$ cat config.mk
export PLATFORM = sky130hd
export DESIGN_NAME = scroll_sequencer
export DESIGN_NICKNAME = d
export VERILOG_FILES = /design/src/rtl/scroll_pkg.sv /design/src/rtl/hex7seg.sv /design/src/rtl/scroll_sequencer.sv
export SDC_FILE = /design/constraint.sdc
export NUM_CORES = 1
export LEC_CHECK = 0
export BUFFER_PORTS_ARGS = -buffer_cell sky130_fd_sc_hd__buf_2
export CAP_MARGIN = 20
export CORE_UTILIZATION = 59
export DETAILED_ROUTE_END_ITERATION = 12
export PLACE_DENSITY = 0.83
export SLEW_MARGIN = 5
export SYNTH_ARGS = -nofsm -noshare
export SYNTH_HDL_FRONTEND = slang
export SYNTH_SLANG_ARGS = --single-unit
$ cat constraint.sdc
create_clock -name clk -period 3.2 [get_ports clk]
set_clock_uncertainty 0.1 [all_clocks]
set_input_delay 0.32 -clock clk [delete_from_list [all_inputs] [get_ports clk]]
set_output_delay 0.32 -clock clk [all_outputs]
set_load 0.05 [all_outputs]
$ cat src/rtl/scroll_pkg.sv
// scroll_pkg: shared definitions for the scrolling message display controller.
// Holds the command op codes, the sequencer FSM state encoding and the
// active-low hex to 7-segment table ({g,f,e,d,c,b,a}, 0 = segment lit).
package scroll_pkg;

    localparam logic [1:0] OP_STOP = 2'b00;
    localparam logic [1:0] OP_RUN  = 2'b01;
    localparam logic [1:0] OP_STEP = 2'b10;
    localparam logic [1:0] OP_REV  = 2'b11;

    typedef enum logic [1:0] {
        ST_STOPPED   = 2'd0,
        ST_RUNNING   = 2'd1,
        ST_STOP_PEND = 2'd2
    } seq_state_t;

    // Entry [n] is the active-low glyph for hex digit n.
    localparam logic [15:0][6:0] HEX7_TABLE = {
        7'h0E,  // F
        7'h06,  // E
        7'h21,  // d
        7'h46,  // C
        7'h03,  // b
        7'h08,  // A
        7'h10,  // 9
        7'h00,  // 8
        7'h78,  // 7
        7'h02,  // 6
        7'h12,  // 5
        7'h19,  // 4
        7'h30,  // 3
        7'h24,  // 2
        7'h79,  // 1
        7'h40   // 0
    };

endpackage

$ cat src/rtl/hex7seg.sv
// hex7seg: 4-bit hex digit to active-low 7-segment pattern.
// Ports:
//   digit  in  4  hex value
//   seg    out 7  {g,f,e,d,c,b,a}, active-low
module hex7seg
    import scroll_pkg::*;
(
    input  logic [3:0] digit,
    output logic [6:0] seg
);

    assign seg = HEX7_TABLE[digit];

endmodule

$ cat src/rtl/scroll_sequencer.sv
// scroll_sequencer: scroll position / command controller and 4-digit scanner
// for the scrolling message display. The nibble lookup is external and is
// shared across the four digits by addressing it with pos + sel.
// Ports:
//   clk, rst             clock, synchronous active-high reset
//   cmd_valid/ready/op   command handshake (STOP, RUN, STEP, REVERSE)
//   conv_in / conv_out   external lookup address / data (combinational)
//   an, seg              active-low digit enables and segments
//   pos, running, dir    scroll status
module scroll_sequencer
    import scroll_pkg::*;
#(
    parameter int unsigned TICK_DIV = 50_000_000,
    parameter int unsigned SCAN_DIV = 100_000
) (
    input  logic       clk,
    input  logic       rst,
    input  logic       cmd_valid,
    output logic       cmd_ready,
    input  logic [1:0] cmd_op,
    output logic [3:0] conv_in,
    input  logic [3:0] conv_out,
    output logic [3:0] an,
    output logic [6:0] seg,
    output logic [3:0] pos,
    output logic       running,
    output logic       dir
);

    localparam int unsigned TW = (TICK_DIV > 1) ? $clog2(TICK_DIV) : 1;
    localparam int unsigned SW = (SCAN_DIV > 1) ? $clog2(SCAN_DIV) : 1;

    seq_state_t    state_q, state_d;
    logic [3:0]    pos_q, pos_d;
    logic          dir_q, dir_d;
    logic [TW-1:0] tick_cnt_q, tick_cnt_d;
    logic [SW-1:0] scan_cnt_q;
    logic [1:0]    sel_q;
    logic [3:0]    digit_q;
    logic [3:0]    an_q;
    logic [6:0]    glyph;
    logic          accept;
    logic          tick;
    logic [3:0]    pos_step;

    assign cmd_ready = (state_q != ST_STOP_PEND);
    assign running   = (state_q != ST_STOPPED);
    assign accept    = cmd_valid && cmd_ready;
    assign tick      = running && (tick_cnt_q == TW'(TICK_DIV - 1));
    // The step always uses the registered dir, so a REVERSE on a tick edge
    // only affects later steps.
    assign pos_step  = pos_q + (dir_q ? 4'hF : 4'h1);

    // Sequencer state register
    always_ff @(posedge clk) begin
        if (rst) begin
            state_q    <= ST_STOPPED;
            pos_q      <= 4'd0;
            dir_q      <= 1'b0;
            tick_cnt_q <= '0;
        end else begin
            state_q    <= state_d;
            pos_q      <= pos_d;
            dir_q      <= dir_d;
            tick_cnt_q <= tick_cnt_d;
        end
    end

    // Next state: command decode and step pacing
    always_comb begin
        state_d    = state_q;
        pos_d      = pos_q;
        dir_d      = dir_q;
        tick_cnt_d = tick_cnt_q;
        case (state_q)
            ST_STOPPED: begin
                tick_cnt_d = '0;
                if (accept) begin
                    case (cmd_op)
                        OP_RUN:  state_d = ST_RUNNING;
                        OP_STEP: pos_d   = pos_step;
                        OP_REV:  dir_d   = ~dir_q;
                        default: ;
                    endcase
                end
            end
            ST_RUNNING: begin
                tick_cnt_d = tick ? '0 : tick_cnt_q + TW'(1);
                if (tick) begin
                    pos_d = pos_step;
                end
                if (accept) begin
                    case (cmd_op)
                        // A STOP landing on a tick has already completed its step.
                        OP_STOP: state_d = tick ? ST_STOPPED : ST_STOP_PEND;
                        OP_REV:  dir_d   = ~dir_q;
                        default: ;
                    endcase
                end
            end
            ST_STOP_PEND: begin
                tick_cnt_d = tick ? '0 : tick_cnt_q + TW'(1);
                if (tick) begin
                    pos_d   = pos_step;
                    state_d = ST_STOPPED;
                end
            end
            default: state_d = ST_STOPPED;
        endcase
    end

    // Digit scan and display registers
    always_ff @(posedge clk) begin
        if (rst) begin
            scan_cnt_q <= '0;
            sel_q      <= 2'd0;
            digit_q    <= 4'd0;
            an_q       <= 4'b1111;
        end else begin
            if (scan_cnt_q == SW'(SCAN_DIV - 1)) begin
                scan_cnt_q <= '0;
                sel_q      <= sel_q + 2'd1;
            end else begin
                scan_cnt_q <= scan_cnt_q + SW'(1);
            end
            digit_q <= conv_out;
            an_q    <= ~(4'b1000 >> sel_q);
        end
    end

    hex7seg u_hex7seg (
        .digit (digit_q),
        .seg   (glyph)
    );

    assign conv_in = pos_q + {2'b00, sel_q};
    assign an      = an_q;
    // All digits disabled only straight out of reset; keep segments dark then.
    assign seg     = (an_q == 4'b1111) ? 7'h7F : glyph;
    assign pos     = pos_q;
    assign dir     = dir_q;

endmodule
# Yosys cells after proc, flatten, opt, wreduce, memory -nomap -nowiden
# Memories as Yosys holds them, arrays and structs flattened. A register that Yosys moved wholly into a read port is not among the register bits.
# Index checks and enable logic that the tools add are counted.
# Widths: inputs -> output; s select.
# totals
regBits	60
mem_bits_ro	112
out_inout_bits	22
wordCells	63
memories	1
# memory_table
memory	depth	width	read_ports	rd_ports_with_merged_regs	wr	line	text
(name not given)	16	7	1	1	0	hex7seg.sv:12	assign seg = HEX7_TABLE[digit];
# classes
addsub	5
order_cmp	1
eq_ne	16
shift	1
n_mux	17
bitwise_logic	2
n_reduce_logical	12
# ops
op	count
$pmux 26 s2	1
$add 26x1->26 const B	1
$eq 26x26->1 const B	1
$mux 26	1
$mux 4	5
$add 17x1->17 const B	1
$eq 17x17->1 const B	1
$mux 7	2
$mux 2	6
$ne 2x1->1 const B	4
$ne 2x2->1 const B	4
$pmux 4 s2	1
$eq 2x2->1 const B	3
$pmux 2 s3	1
$reduce_or 2->1	3
$lt 4x5->1 const B	1
$reduce_and 5->1	1
$add 4x2->4	1
$add 4x4->4	1
$eq 2x1->1 const B	2
$eq 4x4->1 const B	1
$logic_not 2->1	2
$not 4->4	1
$reduce_and 4->1	1
6 further kinds	8

# Logic depth before layout (Yosys ltp)
# depth
ltp_word	6
depth_mapped	8
depth_no_buf	7

# By module
# From an unflattened synthesis, not the netlist that was laid out.
# hier_totals
cells_unflattened	356
area_unflattened_um2	3285.7
# modules_own_cells
module	instances	cells_per_inst	area_per_inst_um2
scroll_sequencer	1	324	3010.4
hex7seg	1	32	275.3

# Worst setup path before layout
# OpenSTA, ideal clock, no wires.
# synth_path
path_kind	reg2reg
from	register tick_cnt_q[10]
to	register pos_q[3] (netlist: pos[3])
setup_time_ns	0.123
arrival_ns	2.408
required_time_ns	2.977
setup_slack_ns	0.569
stages_incl_launch_ff	6
n_path_buf	0
period_less_slack_ns	2.631
path_cell_list	dfxtp_1 -> or4b_1 -> or4_4 -> o41a_1 -> nor3_2 -> mux2_1
# synth_between
elab_chain_cells	4
# synth_rtl
item	line	text
start, declared	scroll_sequencer.sv:36	logic [TW-1:0] tick_cnt_q, tick_cnt_d;
start signal, assigned	scroll_sequencer.sv:65	tick_cnt_q <= tick_cnt_d;
$eq 26x26->1	scroll_sequencer.sv:49	assign tick = running && (tick_cnt_q == TW'(TICK_DIV - 1));
$logic_and 1x1->1	scroll_sequencer.sv:49	
$ne 2x1->1 (no source line)	--	
$reduce_and 4->1 (no source line)	--	
end signal, assigned	scroll_sequencer.sv:63	pos_q <= pos_d;
end, declared	scroll_sequencer.sv:34	logic [3:0] pos_q, pos_d;
# No other way between the ends.
# A chain may end at the register's enable or synchronous reset.

# Final worst setup path
# Same ends and word-level chain as after synthesis.

==> reports/metrics.yaml <==
result_of_the_run: "completed"
timing_worst_slew_pin_value_ns: 0.5522
utilization: 0.7076
fmaxAchievable_mhz: 360.5
synth.yosys.warnings: 0
drv.max_cap_violation_count: 0
cts_sinks: 63
clock_path_buffers: 2
max-vdd-ir-drop_mv: 0.3767
routed_wl_um: 6171
startpoint_type: "register"
synth_seq_cells: 63
crit_type: "reg -> reg"
total_switching_power_mw: 0.7315
synth_edf_count: 0
grt_pass1_vias: 2559
rrSetupSlack_ns: 0.43
die-area_um2: 5891
grt_start_max_net_pins: 22
final_max_slew_viol_count: 0
globalplace.congestion: 0.8727
worst-endpoint-arrival_ns: 2.90
switching_share: 0.3426
timing.critical_path.slowest_cell_delay_ns: 0.58
cts-htree-levels: 3
synth_top_cell_by_area: "sky130_fd_sc_hd__dfxtp_1"
ratio_of_final_minimum_period_to_clock_period: 0.8670
total_of_fill_cells_in_the_finished_design: 400
setup_total_negative_slack_ns: 0
detailedRoute.firstPassIterationCount: 4
power.density_cell_area_nw_per_um2: 576.2
min_path_cells: 3
syn_nets: 414
chipHeight_um: 76.75
avgSynthCellArea_um2: 8.631
post_synthesis_async_set_or_reset_flop_share: 0
initial_antenna_violation_count: 0
cts_hold_repair.buffers: 0
rsz0062_at_grt: "no"
crit_slowest_cell: "sky130_fd_sc_hd__or4_4"
area.growth.synth_to_final_pct: 12.41
synth_commonest_cells: "sky130_fd_sc_hd__dfxtp_1 (63), sky130_fd_sc_hd__nor2_1 (61), sky130_fd_sc_hd__nand2_1 (26), sky130_fd_sc_hd__xnor2_1 (22), sky130_fd_sc_hd__ha_1 (21)"
layout.nets: 447
drt-initial-drc-count: 120
clock_power_share: 0.320
timing.hold.worst.class: "in -> reg"
insertedDiodeCount: 0
worstHoldEndpoint: "glyph[1]"
path_max_fanout: 7
grt.total_usage: 0.2262
tritoncts.num_buffers: 9
synthesis.instances: 382
ff2ff_path_depth: 5
cts.repair.resized: 0
layout_cell_share_with_drive_strength_beyond_1: 0.1360
vias: 2663
drc: 0
int_power_mw: 1.404
port_buffers: 30
syn-cell-area_um2: 3297
period_needed_ns: 2.774
min_from: "conv_out[1]"
share_seq_of_total_power: 0.407
boundaryPins: 31
finalHoldViolations: 0
ant_nets: 0
drt-vias-per-instance: 5.446
timing.rr.start: "tick_cnt_q[10]"
insertion_delay_ns: 0.34
p_leak_nw: 1.416
cts.root.buffer_cell: "sky130_fd_sc_hd__clkbuf_8"
unique_cell_type_count_in_the_yosys_netlist: 46
synth_top_cell_area_share: 0.3825
placement_rows: 26
synth-seq-area-share: 0.3825
synth.most_common_cell: "sky130_fd_sc_hd__dfxtp_1"
cts_tree: "done"
die-width_um: 76.75
grt_pass1_wl_um: 10710
postCtsSetupBuffers: 0
whs_ns: 0.2047
critPathRequiredTime_ns: 3.32
wire_per_inst_um: 12.62
hpwlAfterDp_um: 4298
grt.overflow.total: 0
finalSetupViolCount: 0
end_kind: "register"
critical_path.cell_chain: "or4b_1, or4_4, o41a_1, nor3_2, mux2_1"
core-area_um2: 5238
rr_endpoint: "pos[3]"
dominantRegCellSynth: "sky130_fd_sc_hd__dfxtp_1"
comb_power_share: 0.273
yosys-top-cells-area: "sky130_fd_sc_hd__dfxtp_1 (38%), sky130_fd_sc_hd__ha_1 (8.0%), sky130_fd_sc_hd__nor2_1 (6.9%), sky130_fd_sc_hd__xnor2_1 (5.8%), sky130_fd_sc_hd__xor2_1 (5.0%)"
clkSlewWorstSetupHoldPaths_ns: 0.07
max-slew-margin-rel: 0.6306
initial_core_utilization: 0.6295
## per-stage QoR
step	instance area [um^2]	std cells	power, mW	setup WS, ns
global placement	3508	474	1.449	0.5044
detailed placement	3508	474	1.463	0.4584
CTS	3706	489	2.150	0.4167
floorplan	3297	382	1.348	0.5691
finish	3706	489	2.135	0.4257
global route	3706	489	2.243	0.3480
## placed cells by master (no fill, tap or decap), types with 2 or more instances in the layout
cell type                  instances
sky130_fd_sc_hd__a31oi_1           2
sky130_fd_sc_hd__nand2_1          26
sky130_fd_sc_hd__nor3_1            8
sky130_fd_sc_hd__o21ai_0           7
sky130_fd_sc_hd__inv_1            20
sky130_fd_sc_hd__xor2_1           19
sky130_fd_sc_hd__o22a_1            2
sky130_fd_sc_hd__and4_1            3
sky130_fd_sc_hd__dfxtp_1          63
sky130_fd_sc_hd__fa_1              2
sky130_fd_sc_hd__nand3_1          16
sky130_fd_sc_hd__nand4_1          11
sky130_fd_sc_hd__buf_4             3
sky130_fd_sc_hd__nand2b_1         18
sky130_fd_sc_hd__clkbuf_8         11
sky130_fd_sc_hd__and3_1            8
sky130_fd_sc_hd__a21oi_1          13
sky130_fd_sc_hd__nor4_1            7
sky130_fd_sc_hd__ha_1             21
sky130_fd_sc_hd__mux2i_1           4
sky130_fd_sc_hd__a21o_1            3
sky130_fd_sc_hd__or2_2             3
sky130_fd_sc_hd__or4_1             4
sky130_fd_sc_hd__or4b_1            2
sky130_fd_sc_hd__xnor2_1          22
sky130_fd_sc_hd__a311oi_1          2
sky130_fd_sc_hd__or3_1             2
sky130_fd_sc_hd__nand3b_1          2
sky130_fd_sc_hd__buf_2            30
sky130_fd_sc_hd__nor2b_1           4
sky130_fd_sc_hd__nor2_1           61
## registers in the layout (all words and copies together), names as in the netlist
register and cells:
state_q 2, dir 1, pos 4, glyph 7, sel_q 2, tick_cnt_q 26, an 4, scan_cnt_q 17
## critical path, delay by kind of cell, from the launching register on
kind,cells,cell delay (ns)
AND/OR/NAND/NOR,3,1.31
AO/OA/AOI/OAI,1,0.53
flip-flops,1,0.37
multiplexers,1,0.34
## how the worst max path moves through the flow
stage / startpoint / to / depth (start not counted) / slack [ns]
after floorplan: tick_cnt_q[10] / pos[3] / 5 / 0.57
after global placement: tick_cnt_q[16] / pos[3] / 5 / 0.50
after detailed placement: tick_cnt_q[10] / pos[3] / 5 / 0.46
after CTS: tick_cnt_q[10] / pos[3] / 5 / 0.42
after global routing: tick_cnt_q[16] / pos[3] / 5 / 0.35
final: tick_cnt_q[10] / pos[3] / 5 / 0.43
## cell type report
| type | instances | area [um^2] | area share |
|---|---|---|---|
| Multi-Input combinational cell | 288 | 1912 | 0.5159 |
| Inverter | 20 | 75.07 | 0.02026 |
| Tap cell | 70 | 87.58 | 0.02363 |
| Clock inverter | 3 | 42.54 | 0.01148 |
| Clock buffer | 12 | 155.1 | 0.04186 |
| Sequential cell | 63 | 1261 | 0.3403 |
| Timing Repair Buffer | 33 | 172.7 | 0.04659 |
## power groups by stage
stage,sequential [mW],combinational (mW),clock [mW]
2_1_floorplan,0.945,0.402,0
3_3_place_gp,0.884,0.565,0
3_5_place_dp,0.887,0.576,0
4_1_cts,0.869,0.581,0.699
5_1_grt,0.876,0.635,0.732
6_report,0.870,0.582,0.683
## logic make-up (layout without fill, tap and decap cells)
group / Yosys count / count (layout) / synth area share
buffers and inverters: 31 / 68 / 0.03757
multiplexers: 6 / 6 / 0.01898
AO/OA/AOI/OAI: 38 / 38 / 0.08198
flip-flops: 63 / 63 / 0.3825
adder cells (fa/ha/maj): 23 / 23 / 0.09184
XOR/XNOR: 41 / 41 / 0.1089
AND/OR/NAND/NOR: 180 / 180 / 0.2782
## layer usage
layer / track usage / vias to the layer above / share of wire
met5: 0 / - / 0
met4: 0.1000 / 0 / 0.014
met3: 0.06429 / 8 / 0.037
met2: 0.3804 / 53 / 0.47
met1: 0.2662 / 1234 / 0.48
li1: - / 1368 / -
(Power assumes the default switching activity.)
